===== src/rtl/cb_pkg.sv =====
// Shared types and sizes for the brightness/contrast restore path.
package cb_pkg;
   localparam int PIX_W  = 8;
   localparam int LANES  = 4;
   localparam int WORD_W = PIX_W * LANES;

   typedef enum logic [1:0] {IDLE, SUB, DIV, DONE} cb_state_t;
   typedef logic [PIX_W-1:0] pix_t;
endpackage


===== src/rtl/byte_div8.sv =====
// One lane of restoring division: quotient bits shift in MSB first, one per step.
module byte_div8
   import cb_pkg::*;
(
   input  logic clk,
   input  logic rst,
   input  logic load,
   input  logic step,
   input  pix_t dividend,
   input  pix_t divisor,
   output pix_t quotient
);

   pix_t           rem_q, rem_d;
   pix_t           quo_q, quo_d;
   pix_t           dvsr_q;
   logic [PIX_W:0] trial;
   logic [PIX_W:0] trial_sub;
   logic           fits;

   // quo_q starts as the dividend and is gradually replaced by quotient bits
   always_comb begin
      trial     = {rem_q, quo_q[PIX_W-1]};
      trial_sub = trial - {1'b0, dvsr_q};
      fits      = (trial >= {1'b0, dvsr_q});
      rem_d     = fits ? trial_sub[PIX_W-1:0] : trial[PIX_W-1:0];
      quo_d     = {quo_q[PIX_W-2:0], fits};
   end

   always_ff @(posedge clk) begin
      if (rst) begin
         rem_q  <= '0;
         quo_q  <= '0;
         dvsr_q <= '0;
      end else if (load) begin
         rem_q  <= '0;
         quo_q  <= dividend;
         dvsr_q <= divisor;
      end else if (step) begin
         rem_q  <= rem_d;
         quo_q  <= quo_d;
      end
   end

   assign quotient = quo_q;

endmodule


===== src/rtl/bright_restore.sv =====
// Undo of the contrast/brightness stage: pix = floor((adj - beta) / alpha) on four lanes.
module bright_restore
   import cb_pkg::*;
(
   input  logic              clk,
   input  logic              rst,
   input  logic [WORD_W-1:0] in_word,
   input  pix_t              alpha,
   input  pix_t              beta,
   input  logic              in_valid,
   output logic              in_ready,
   output logic [WORD_W-1:0] out_word,
   output logic [LANES-1:0]  out_clamp,
   output logic              div_zero,
   output logic              out_valid,
   input  logic              out_ready
);

   cb_state_t         state_q;
   logic [2:0]        cnt_q;
   logic [WORD_W-1:0] adj_q;
   pix_t              alpha_q, beta_q;
   logic [LANES-1:0]  clamp_q, clamp_d;
   logic              dz_q, in_ready_q, out_valid_q;
   pix_t              diff_d [LANES];
   pix_t              quo    [LANES];
   logic [WORD_W-1:0] quo_word;
   logic              accept, load, step;

   // Lanes below the offset are clamped to zero before division
   always_comb begin
      for (int i = 0; i < LANES; i++) begin
         clamp_d[i] = (adj_q[i*PIX_W +: PIX_W] < beta_q);
         diff_d[i]  = clamp_d[i] ? '0 : (adj_q[i*PIX_W +: PIX_W] - beta_q);
      end
   end

   assign accept = in_valid & in_ready_q;
   assign load   = (state_q == SUB);
   assign step   = (state_q == DIV);

   for (genvar g = 0; g < LANES; g++) begin : g_lane
      byte_div8 u_div (
         .clk      (clk),
         .rst      (rst),
         .load     (load),
         .step     (step),
         .dividend (diff_d[g]),
         .divisor  (alpha_q),
         .quotient (quo[g])
      );
   end

   always_comb begin
      quo_word = '0;
      for (int i = 0; i < LANES; i++) quo_word[i*PIX_W +: PIX_W] = quo[i];
   end

   always_ff @(posedge clk) begin
      if (rst) begin
         state_q     <= IDLE;
         cnt_q       <= '0;
         in_ready_q  <= 1'b1;
         out_valid_q <= 1'b0;
         clamp_q     <= '0;
         dz_q        <= 1'b0;
      end else begin
         case (state_q)
            IDLE: if (accept) begin
               adj_q      <= in_word;
               alpha_q    <= alpha;
               beta_q     <= beta;
               in_ready_q <= 1'b0;
               state_q    <= SUB;
            end
            SUB: begin
               clamp_q <= clamp_d;
               if (alpha_q == '0) begin
                  dz_q        <= 1'b1;
                  out_valid_q <= 1'b1;
                  state_q     <= DONE;
               end else begin
                  cnt_q   <= 3'd7;
                  state_q <= DIV;
               end
            end
            DIV: begin
               if (cnt_q == 3'd0) begin
                  out_valid_q <= 1'b1;
                  state_q     <= DONE;
               end else begin
                  cnt_q <= cnt_q - 3'd1;
               end
            end
            DONE: if (out_ready) begin
               out_valid_q <= 1'b0;
               clamp_q     <= '0;
               dz_q        <= 1'b0;
               in_ready_q  <= 1'b1;
               state_q     <= IDLE;
            end
            default: state_q <= IDLE;
         endcase
      end
   end

   // A zero divisor reports all-ones; nothing is driven outside the valid window
   assign out_word  = !out_valid_q ? '0 : (dz_q ? '1 : quo_word);
   assign out_clamp = clamp_q;
   assign div_zero  = dz_q;
   assign in_ready  = in_ready_q;
   assign out_valid = out_valid_q;

endmodule

===== config.mk =====
export PLATFORM = sky130hd
export DESIGN_NAME = bright_restore
export DESIGN_NICKNAME = d
export VERILOG_FILES = /design/src/rtl/cb_pkg.sv /design/src/rtl/byte_div8.sv /design/src/rtl/bright_restore.sv
export SDC_FILE = /design/constraint.sdc
export NUM_CORES = 1
export LEC_CHECK = 0
export CORE_MARGIN = 10
export CORE_UTILIZATION = 35
export CTS_BUF_LIST = sky130_fd_sc_hd__clkbuf_4 sky130_fd_sc_hd__clkbuf_8
export CTS_CLUSTER_DIAMETER = 60
export DETAILED_ROUTE_END_ITERATION = 8
export MAX_ROUTING_LAYER = met4
export SKIP_LAST_GASP = 1
export SYNTH_ARGS = -nofsm -noshare
export SYNTH_HDL_FRONTEND = slang
export SYNTH_SLANG_ARGS = --single-unit

===== constraint.sdc =====
create_clock -name clk -period 6.1 [get_ports clk]
set_input_delay 1.22 -clock clk [delete_from_list [all_inputs] [get_ports clk]]
set_output_delay 1.22 -clock clk [all_outputs]
set_load 0.02 [all_outputs]

==> results of run 1 <==
-- cell usage after synthesis, types with 7 or more instances --
library cell / n
dfxtp_1: 84
nor2_1: 72
ha_1: 71
o21ai_0: 58
o21a_1: 50
edfxtp_1: 48
inv_1: 47
a21oi_1: 43
clkbuf_1: 37
nor3_1: 29
a221oi_1: 24
nand2_1: 24
mux2i_1: 21
nand2b_1: 21
xnor2_1: 21
a211oi_1: 20
nor2b_1: 17
a31oi_1: 15
a21o_1: 12
nand3_1: 12
or3_1: 11
nand4_1: 10
o21bai_1: 9
fa_1: 8
o31a_1: 8
a22oi_1: 7
o211ai_1: 7
xor2_1: 7
-- worst max path at each step --
stage                        start                  endpoint  slack (ns)  cells after the start
after detailed placement       rst  g_lane[1].u_div.rem_q[0]        2.97                      5
after CTS                 div_zero               out_word[3]        2.88                      3
after global routing      div_zero               out_word[3]        2.83                      3
after global placement         rst  g_lane[1].u_div.rem_q[0]        2.98                      5
final                     div_zero               out_word[3]        2.91                      3
after floorplan                rst                  adj_q[0]        0.39                      3
-- power groups by stage --
stage                     logic (mW)  registers [mW]  clock network [mW]
after global placement          2.60            1.29                   0
after global routing            2.97            1.29               0.861
after floorplan                 2.09            1.25                   0
after CTS                       2.65            1.27               0.823
final                           2.65            1.27               0.808
after detailed placement        2.63            1.28                   0
-- per-stage QoR --
| stage | area (sq um) | util | setup WS (ns) |
|---|---|---|---|
| 2_1_floorplan | 8020 | - | 0.392 |
| 3_3_place_gp | 9180 | 0.407 | 2.98 |
| 3_5_place_dp | 9180 | 0.407 | 2.97 |
| 4_1_cts | 9610 | 0.426 | 2.88 |
| 5_1_grt | 9610 | 0.426 | 2.83 |
| 6_report | 9610 | 0.426 | 2.91 |
-- cell type report --
cell class	count	area, sq um	share of cell area
Tap cell	285	357	0.0371
Multi-Input combinational cell	628	4560	0.475
Sequential cell	132	3120	0.325
Clock inverter	13	175	0.0182
Clock buffer	19	255	0.0266
Inverter	47	176	0.0184
Timing Repair Buffer	99	963	0.100
-- worst register-to-register path: stages, from the launching register on --
cell and delay, ns:
edfxtp_1 0.46, ha_1 0.24, inv_1 0.07, fa_1 0.42, a211oi_1 0.27, o21ai_0 0.15, a31oi_1 0.41, nor2_1 0.22
a221oi_1 0.41, a211oi_1 0.08
-- kinds of logic after synthesis --
group / share of synthesized area
AOI/OAI and AO/OA: 0.247
and+or+nand+nor: 0.133
muxes: 0.0262
buffers and inverters: 0.0430
adders and majority gates: 0.131
DFF: 0.389
xor gates and xnor gates: 0.0306
-- sequential cells by signal (all words and copies together), names as in the netlist --
signal and cells:
g_lane.u_div.quotient 32, out_valid 1, g_lane.u_div.dvsr_q 8, cnt_q 3, alpha_q 8, state_q 2
out_clamp 4, div_zero 1, adj_q 32, in_ready 1, beta_q 8, g_lane.u_div.rem_q 32
-- metal layers --
layer | GRT usage | share of wire
met5 | - | 0
met3 | 0.0307 | 0.033
met4 | 0.0386 | 0.012
met2 | 0.235 | 0.48
met1 | 0.182 | 0.48
==> results.cfg, run 1 <==
[clock_network]
cts_resized = 0
tritoncts = yes
numCtsBuffers = 17
cts_setup_buffers = 0
holdBufCountCts = 0
path_clk_slew_ns = 0.08
cts_buffer_depth = 2
cts_sinks = 132
htree_levels = 4
cts_root_buf = clkbuf_8
clock_latency_ns = 0.46

[worst_setup_path]
r2r-end = g_lane[2].u_div.quotient[7]
cpMaxStageDelayCell = clkdlybuf4s50_1
r2r_cells = 9
crit_path_end_kind = output port
critPathTopFamily = buffers and inverters
r2r_start = beta_q[0]
regToRegSetupSlack_ns = 3.21
path_cells = buf_4, o21a_1, clkdlybuf4s50_1
cp.required_ns = 4.88
crit_type = reg2out
critPathArrivalTime_ns = 1.97
max_stage_delay_ns = 0.63
crit_path_max_fanout = 35
start_kind = register
critical_path_buf_inv_count = 2

[sta]
fmax_ghz = 0.313
min_period_ns = 3.19
skew_ns = 0.0129
tns_ns = 0
min_period_over_period = 0.524
timing.hold.ws_ns = 0.480
max_slew_margin = 0.356
hold_viol_final = 0
drv_slew = 0
worstMarginPinSlew_ns = 0.966
final-setup-viol-count = 0
rsz0062_at_grt = no

[yosys]
synth.distinct_cells = 58
netlist_instances = 848
synthTopCellsByArea = dfxtp_1 (21%), edfxtp_1 (18%), ha_1 (11%)
synth_top_area_frac = 0.210
synth_area_sq_mm = 0.00802
synth_seq_cells = 132
synth_top_flop_cell = dfxtp_1
syn_nets = 979
synth_async_sr_flop_share = 0
yosys_warnings = 0
synth_edf_count = 48
seq_area_frac_synth = 0.389
syn_area_per_cell_sq_um = 9.46
yosysTopAreaCell = dfxtp_1

[die]
fp.dieH_um = 171
die_area_sq_mm = 0.0294
core_sq_mm = 0.0226
ioPinCount = 91
fp.dieW_um = 171
start_util = 0.355
rows = 55

[hold_path]
min_from = cnt_q[0]
hold_path_depth = 1
worstHoldEndpoint = cnt_q[0]
min_path_type = reg2reg

[power_and_ir_drop]
swShare = 0.442
power_leakage_nw = 3.60
p_comb_frac = 0.561
powerDensity_mw_per_mm2 = 491
p_int_mw = 2.64
switching_power_mw = 2.09
clkPwrFrac = 0.171
seq_power_share = 0.268
worst_ir_drop_vdd_mv = 0.174
power_mw = 4.72

[routing]
avgViaCountPerCell = 5.35
wl_per_cell_um = 16.9
num_vias = 6538
drtPass1Iterations = 5
first_iter_violations = 382
routed_wl_um = 20600
drc = 0
ant_nets = 0

[layout]
final_cell_mix = clkdlybuf4s50_1 (89), dfxtp_1 (84), nor2_1 (71), ha_1 (71), o21ai_0 (58)
final_cells = 1223
nets = 1056
final_common_cell = clkdlybuf4s50_1
fillers = 2238
syn2layout_area_growth_pct = 19.8
drive_gt1_frac = 0.0554
antenna_cells = 0

[run]
cap_viol_max_count = 0

[placement]
dp.final_hpwl_um = 15300
place_congestion = 0.853
port_buffers = 90
dp_cells = 1191

[global_routing]
grt_overflow = 0
antenna_found_initial = 0
grt_pass1_wl_um = 33400
grt_max_degree = 61
grt_pass1_vias = 6339
grt.total_usage = 0.146

[run_status]
outcome = finished, final reports clean
Note: power is estimated with default switching activity, not from simulation.
==> inputs of run 2 (changes only) <==
==> constraint.sdc (replaced) <==
create_clock -name clk -period 2.9 [get_ports clk]
set_input_delay 0.58 -clock clk [delete_from_list [all_inputs] [get_ports clk]]
set_output_delay 0.58 -clock clk [all_outputs]
set_load 0.02 [all_outputs]
==> results.cfg, run 2 (synthesis results as in run 1) <==
[worst_setup_path]
crit_path_end_kind = output port
cp.required_ns = 2.32
path_cells = buf_4, o21a_1, clkdlybuf4s50_1
max_stage_delay_ns = 0.64
r2r-end = g_lane[0].u_div.quotient[1]
critPathArrivalTime_ns = 2.01
r2r_cells = 10
critPathTopFamily = buffers and inverters
regToRegSetupSlack_ns = 0.40
start_kind = register
r2r_start = beta_q[0]
crit_type = reg2out
worstSetupPathDepth = 3
cpMaxStageDelayCell = clkdlybuf4s50_1
critical_path_buf_inv_count = 2
crit_path_max_fanout = 34

[clock_network]
path_clk_slew_ns = 0.08
cts_root_buf = clkbuf_8
clock_latency_ns = 0.46
cts_buffer_depth = 2
numCtsBuffers = 17
cts_setup_buffers = 0
tritoncts = yes
holdBufCountCts = 0
htree_levels = 4
cts_sinks = 132
cts_resized = 0

[power_and_ir_drop]
clkPwrFrac = 0.171
worst_ir_drop_vdd_mv = 0.425
swShare = 0.433
p_int_mw = 5.80
seq_power_share = 0.258
power_leakage_nw = 3.68
power_mw = 10.2
p_comb_frac = 0.571
powerDensity_mw_per_mm2 = 1050
switching_power_mw = 4.43

[placement]
postPlaceCellArea_sq_mm = 0.00931
dp_slack_ns = 0.393
port_buffers = 90
dp.final_hpwl_um = 15800
place_congestion = 0.878
dp_cells = 1207

[routing]
ant_nets = 0
drtPass1Iterations = 4
drc = 0
avgViaCountPerCell = 5.33
num_vias = 6610
routed_wl_um = 21100
wl_per_cell_um = 17.0
first_iter_violations = 328

[layout]
drive_gt1_frac = 0.0692
final_common_cell = clkdlybuf4s50_1
antenna_cells = 0
final_util = 0.432
fillers = 2218
final_area_sq_mm = 0.00975
nets = 1072
final_cell_mix = clkdlybuf4s50_1 (89), dfxtp_1 (84), nor2_1 (71), ha_1 (71), o21ai_0 (58)
syn2layout_area_growth_pct = 21.5
final_cells = 1239

[sta]
rsz0062_at_grt = no
fmax_ghz = 0.386
final-setup-viol-count = 0
timing.hold.ws_ns = 0.471
min_period_ns = 2.59
drv_slew = 0
tns_ns = 0
hold_viol_final = 0
fin_ws_ns = 0.307
worstMarginPinSlew_ns = 0.639
min_period_over_period = 0.894
skew_ns = 0.0172
max_slew_margin = 0.572

[global_routing]
grt_overflow = 0
grt_pass1_vias = 6534
antenna_found_initial = 0
grt_pass1_wl_um = 34500
grt_max_degree = 45
grt.total_usage = 0.151

[hold_path]
hold_path_depth = 1
min_from = cnt_q[0]
min_path_type = reg2reg
worstHoldEndpoint = cnt_q[0]

[die]
fp.dieW_um = 171
rows = 55
core_sq_mm = 0.0226
die_area_sq_mm = 0.0294
start_util = 0.355
ioPinCount = 91
fp.dieH_um = 171

[run]
cap_viol_max_count = 0

[run_status]
outcome = finished, final reports clean
==> run 2: power groups by stage <==
stage	clock (mW)	sequential [mW]	combinational (mW)
floorplan	0	2.62	4.39
CTS	1.80	2.64	5.83
global placement	0	2.68	5.75
finish	1.75	2.64	5.84
detailed placement	0	2.68	5.79
global route	1.87	2.69	6.52
==> run 2: metal layers <==
layer,part of all wire,vias up,track usage
li1,-,3375,-
met1,0.46,3077,0.181
met2,0.49,138,0.256
met3,0.036,20,0.0282
met4,0.014,0,0.0401
met5,0,-,-
==> run 2: worst max path at each step <==
stage,slack (ns),start,endpoint
final,0.31,out_valid,out_word[6]
after global routing,0.19,beta_q[0],g_lane[3].u_div.quotient[3]
after detailed placement,0.39,beta_q[0],g_lane[0].u_div.quotient[1]
after CTS,0.26,out_valid,out_word[6]
after floorplan,0.18,rst,adj_q[0]
after global placement,0.46,beta_q[0],g_lane[0].u_div.quotient[1]
==> run 2: cell type report <==
class	instances	area [sq um]	area share
multi-input cells	628	4570	0.469
flip-flops and latches	132	3120	0.320
repair buffers	115	1080	0.111
well taps	285	357	0.0366
clock buffers	17	234	0.0240
clock inverters	15	204	0.0209
inverters	47	176	0.0181
